===== config.mk =====
export PLATFORM = sky130hd
export DESIGN_NAME = bit_serial_adder
export DESIGN_NICKNAME = d
export VERILOG_FILES = /design/src/rtl/bit_serial_adder_pkg.sv /design/src/rtl/full_adder.sv /design/src/rtl/bit_serial_adder.sv
export SDC_FILE = /design/constraint.sdc
export NUM_CORES = 1
export LEC_CHECK = 0
export ABC_AREA = 0
export BUFFER_PORTS_ARGS = -buffer_cell sky130_fd_sc_hd__buf_2
export CAP_MARGIN = 20
export CORE_MARGIN = 2
export CORE_UTILIZATION = 40
export CTS_BUF_LIST = sky130_fd_sc_hd__clkbuf_8
export CTS_CLUSTER_SIZE = 40
export DETAILED_ROUTE_END_ITERATION = 12
export PLACE_DENSITY = 0.7
export SYNTH_ARGS = -nofsm -noshare
export SYNTH_HDL_FRONTEND = slang
export SYNTH_SLANG_ARGS = --single-unit

===== constraint.sdc =====
create_clock -name clk -period 1.3 [get_ports clk]
set_input_delay 0 -clock clk [delete_from_list [all_inputs] [get_ports clk]]
set_output_delay 0 -clock clk [all_outputs]
set_load 0.005 [all_outputs]

===== src/rtl/bit_serial_adder_pkg.sv =====
// ---------------------------------------------------------------------------
// bit_serial_adder_pkg
//   Shared definitions for the bit-serial adder slice.
//   - state_t : FSM state encoding (IDLE / SHIFT / DONE)
//   - ADDER_W : default operand/sum width
// ---------------------------------------------------------------------------
package bit_serial_adder_pkg;

    // Encoding is fixed so other blocks and waveforms can decode it directly
    typedef enum logic [1:0] {
        IDLE  = 2'b00,
        SHIFT = 2'b01,
        DONE  = 2'b10
    } state_t;

    localparam int ADDER_W = 8;

endpackage


===== src/rtl/full_adder.sv =====
// ---------------------------------------------------------------------------
// full_adder
//   Single-bit full adder cell.
//   Ports:
//     x, y : input  addend bits
//     z    : input  carry-in
//     s    : output sum bit
//     c    : output carry-out
// ---------------------------------------------------------------------------
module full_adder (
    input  logic x,
    input  logic y,
    input  logic z,
    output logic s,
    output logic c
);

    // Sum is the parity of the three inputs, carry is their majority
    assign s = x ^ y ^ z;
    assign c = (x & y) | (x & z) | (y & z);

endmodule


===== src/rtl/bit_serial_adder.sv =====
// ---------------------------------------------------------------------------
// bit_serial_adder
//   N-bit adder that pushes one bit per clock through a single full_adder.
//   Operands are captured on an accepted start, shifted out LSB first, and
//   the sum bits are shifted into a result register from the top.
//   Ports:
//     clk   : input  clock, all state updates on rising edge
//     rst_n : input  asynchronous active-low reset
//     start : input  request, only looked at in IDLE
//     a, b  : input  N-bit operands, captured on accepted start
//     cin   : input  carry-in, captured on accepted start
//     busy  : output high while bits are being shifted
//     done  : output one-cycle pulse, sum/cout valid from this cycle
//     sum   : output registered N-bit result, held until next completion
//     cout  : output registered carry-out, held with sum
// ---------------------------------------------------------------------------
module bit_serial_adder
    import bit_serial_adder_pkg::*;
#(
    parameter int N = ADDER_W
) (
    input  logic         clk,
    input  logic         rst_n,
    input  logic         start,
    input  logic [N-1:0] a,
    input  logic [N-1:0] b,
    input  logic         cin,
    output logic         busy,
    output logic         done,
    output logic [N-1:0] sum,
    output logic         cout
);

    // One extra bit so that cnt == N-1 can never alias for any legal N
    localparam int CW = $clog2(N) + 1;

    state_t         state;
    state_t         state_next;

    logic [N-1:0]   a_r;
    logic [N-1:0]   b_r;
    logic [N-1:0]   s_r;
    logic           carry;
    logic [CW-1:0]  cnt;

    logic           fa_s;
    logic           fa_c;
    logic [N-1:0]   s_shift;
    logic           last_bit;

    // The single adder cell, fed from the bottom of the operand registers
    full_adder u_full_adder (
        .x (a_r[0]),
        .y (b_r[0]),
        .z (carry),
        .s (fa_s),
        .c (fa_c)
    );

    // New sum bit enters at the MSB; with N=1 the register is just that bit
    generate
        if (N == 1) begin : g_single
            assign s_shift = fa_s;
        end else begin : g_multi
            assign s_shift = {fa_s, s_r[N-1:1]};
        end
    endgenerate

    assign last_bit = (cnt == CW'(N - 1));

    // State register
    always_ff @(posedge clk or negedge rst_n) begin
        if (!rst_n) begin
            state <= IDLE;
        end else begin
            state <= state_next;
        end
    end

    // Next-state logic: SHIFT runs N edges, DONE is a single-cycle pulse,
    // and start is only honoured from IDLE so requests are never queued
    always_comb begin
        state_next = state;
        case (state)
            IDLE:    if (start)    state_next = SHIFT;
            SHIFT:   if (last_bit) state_next = DONE;
            DONE:                  state_next = IDLE;
            default:               state_next = IDLE;
        endcase
    end

    // Datapath: capture operands on start, then shift one bit per edge.
    // sum/cout are only written on the final bit so the previous result
    // stays visible through the whole next operation.
    always_ff @(posedge clk or negedge rst_n) begin
        if (!rst_n) begin
            a_r   <= '0;
            b_r   <= '0;
            s_r   <= '0;
            carry <= 1'b0;
            cnt   <= '0;
            sum   <= '0;
            cout  <= 1'b0;
        end else begin
            case (state)
                IDLE: begin
                    if (start) begin
                        a_r   <= a;
                        b_r   <= b;
                        carry <= cin;
                        s_r   <= '0;
                        cnt   <= '0;
                    end
                end
                SHIFT: begin
                    a_r   <= a_r >> 1;
                    b_r   <= b_r >> 1;
                    s_r   <= s_shift;
                    carry <= fa_c;
                    cnt   <= cnt + CW'(1);
                    if (last_bit) begin
                        sum  <= s_shift;
                        cout <= fa_c;
                    end
                end
                default: begin
                end
            endcase
        end
    end

    // Status outputs decode straight from the registered state
    assign busy = (state == SHIFT);
    assign done = (state == DONE);

endmodule


==> flow_summary.yaml <==
sta:
  whs_ps: -3.80
  maxSlewHeadroom_pct: 72.8
  rsz0062_at_grt: "yes"
  setup_violations: 9
  fin_crit_ps: 1350
  skew_ps: 5.24
  worst_pin_slew_ps: 409
  fmax_mhz: 738
  report.final.slew_viol_count: 0
  hold_viol_final: 1
  setup_slack_ps: -54.7
  fin_crit_sh_pct: 104
synth:
  yosysWarnings: 0
  ys_top_cells_by_area: "dfrtp_1 56%, a22oi_1 6.5%, mux2_2 6.5%"
  synth_nets: 177
  synth_ff_type: "dfrtp_1"
  ys_types: 22
  synth_top_area_cell: "dfrtp_1"
  synth_area_um2: 1750
  synth-seq-cells: 39
  synth_edf_count: 0
  postSynthCellCount: 155
  yosysTopAreaCellShare_pct: 55.9
  yosysSeqAreaShare_pct: 55.9
  syn_avg_cell_area_um2: 11.3
  async_reset_ff_share_pct: 100
routing:
  vias: 1322
  drt-initial-drc-count: 53
  viasPerCell: 5.10
  ant_nets: 0
  drc_errors: 0
  wl_per_cell_um: 13.5
  drtPass1Iterations: 4
  wl_um: 3510
clocking:
  ctsRootBufferMaster: "clkbuf_8"
  htree_levels: 2
  cts_tree: "yes"
  clkTransAtPathRegs_ps: 70
  cts_sinks: 39
  clk_path_buf_depth: 2
  cts_buffers: 5
  clk_latency_ps: 280
pwr:
  p_seq_share_pct: 39.2
  p_int_uw: 3470
  swShare_pct: 33.2
  pwr_density_cell_nw_per_um2: 2270
  combinationalPowerShare_pct: 44.0
  totalPowerFinal_uw: 5190
  pwr-share-clk_pct: 16.7
  power.leakage_uw: 0.00108
  power_switching_uw: 1720
  vdd_drop_max_mv: 1.25
finish:
  area_growth_pct: 31.3
  final_area_um2: 2290
  antenna_cells: 0
  drive_above_1_share_pct: 35.7
  final_nets: 228
global_route:
  grt_usage_pct: 15.1
  gr-total-overflow: 0
  first_global_vias: 1251
  grt_max_degree: 24
  grt_pass1_wl_um: 5860
  antenna_found_initial: 0
placement:
  io_buffers: 30
  gp_congestion: 0.770
  dpl-instance-area_um2: 2080
  pre_cts_ws_ps: -60.9
  dp_hpwl_um: 2410
floorplanning:
  fp-row-count: 24
  die_x_um: 70.1
  core_region_area_um2: 4260
  start_util_pct: 40.9
  num_io_pins: 31
  die-area_um2: 4910
  die_h_um: 70.1
setup_path:
  crit_type: "reg -> reg"
  cp.required_ps: 1470
  cp-end-kind: "register"
  cp_cell_sequence: "ha_2, nand2_2, nor3_4, buf_12, mux2_2"
  crit_path_start_kind: "register"
  critPathSlowestCell: "dfrtp_1"
  crit_path_max_incr_delay_ps: 360
  crit_fanout: 10
  cp_data_arrival_time_ps: 1520
outcome:
  violations: "hold timing, setup timing"
  status: "finished with violations"
run:
  maxCapViolations: 0
min_path:
  hold_class: "in -> reg"
[cells in the final DEF (no fill, tap or decap)]
master,count
ha_2,1
clkbuf_16,1
mux2_2,9
nor3_4,1
dlygate4sd3_1,3
nor2_1,2
buf_4,14
a22oi_1,15
mux2_4,1
clkbuf_8,7
o21ai_0,14
nand2_1,4
nand3_1,3
a21oi_1,18
nand2b_4,1
nor2b_2,1
and2b_1,1
buf_12,2
or3_1,1
inv_8,1
a22o_1,9
buf_8,1
nor2b_1,17
buf_2,29
o21bai_1,1
inv_1,1
dfrtp_1,39
nand2_2,1
buf_6,4
o21ai_1,4
fa_1,1
[cells by family after synthesis]
group | synth area share [%]
fa+ha+maj | 1.86
compound gates | 21.7
flops | 55.9
simple gates | 11.3
mux | 6.45
buf+inv | 2.72
[path summary, 6_finish.rpt]
path | start | to | slack [ps] | cells after the start
worst max-delay path | cnt[0] | sum[1] | -50 | 5
worst min-delay path | b[5] | b_r[5] | -4 | 3
worst max register to register | cnt[0] | sum[1] | -50 | 5
worst min register to register | sum[6] | sum[6] | 500 | 1
max in group asynchronous | rst_n | sum[6] | 650 | 3
min in group asynchronous | rst_n | a_r[4] | 190 | 2
[critical path: cells and delay by family, from the launching register on]
family / cells / cell delay [ps]
adder cells (fa/ha/maj): 1 / 190
AND/OR/NAND/NOR: 2 / 220
buffers and inverters: 1 / 150
flip-flops: 1 / 360
multiplexers: 1 / 330
[cells in the mapped netlist (all sizes together) (2+ instances only)]
library cell and n:
a22o 9, nand3 3, mux2 10, o21ai 18, nor2b 18, a21oi 18
nand2 5, clkbuf 5, buf 5, nor2 2, dfrtp 39, a22oi 15
[power by group through the flow]
stage,sequential (uW),combinational [uW],clock (uW)
2_1_floorplan,2030,1180,0
3_3_place_gp,2050,1940,0
3_5_place_dp,2050,1960,0
4_1_cts,2040,2060,888
5_1_grt,2110,2560,948
6_report,2040,2290,869
[flip-flops by register name (all words and copies together) (netlist names)]
signal,cells
state,2
b_r,8
cnt,4
cout,1
sum,8
carry,1
a_r,8
s_r,7
[repair_timing]
| item | 4_1_cts | 5_1_grt |
|---|---|---|
| endpoints found under the hold margin | 41 | 0 |
| endpoints found under the setup margin | 10 | 35 |
| hold buffers | 3 | 0 |
| pin swaps | 0 | 1 |
| gates cloned | 0 | 1 |
| setup buffers | 0 | 2 |
| resized for setup | 6 | 12 |
[per-stage QoR]
step	setup TNS (ps)	instances	util, %
6_report	-436	259	53.7
5_1_grt	-1020	259	53.7
4_1_cts	-503	256	52.2
3_5_place_dp	-505	245	48.7
3_3_place_gp	-375	245	48.7
2_1_floorplan	-1050	155	-
[cell type report]
cell class	instances	area, um2
sequential	39	976
timing repair buffer	54	405
multi-input combinational	105	733
tap	52	65.1
inverter	1	11.3
clock inverter	1	3.75
fill	373	1970
clock buffer	7	96.3
[metal layers]
| metal | part of all wire (%) | track usage [%] | up-vias |
|---|---|---|---|
| met1 | 51 | 21.8 | 622 |
| met4 | 0.80 | 4.49 | 0 |
| met5 | 0 | 0 | - |
| met2 | 44 | 22.9 | 28 |
| met3 | 4.6 | 3.61 | 5 |
| li1 | - | - | 667 |
Note: power is estimated with default switching activity, not from simulation.
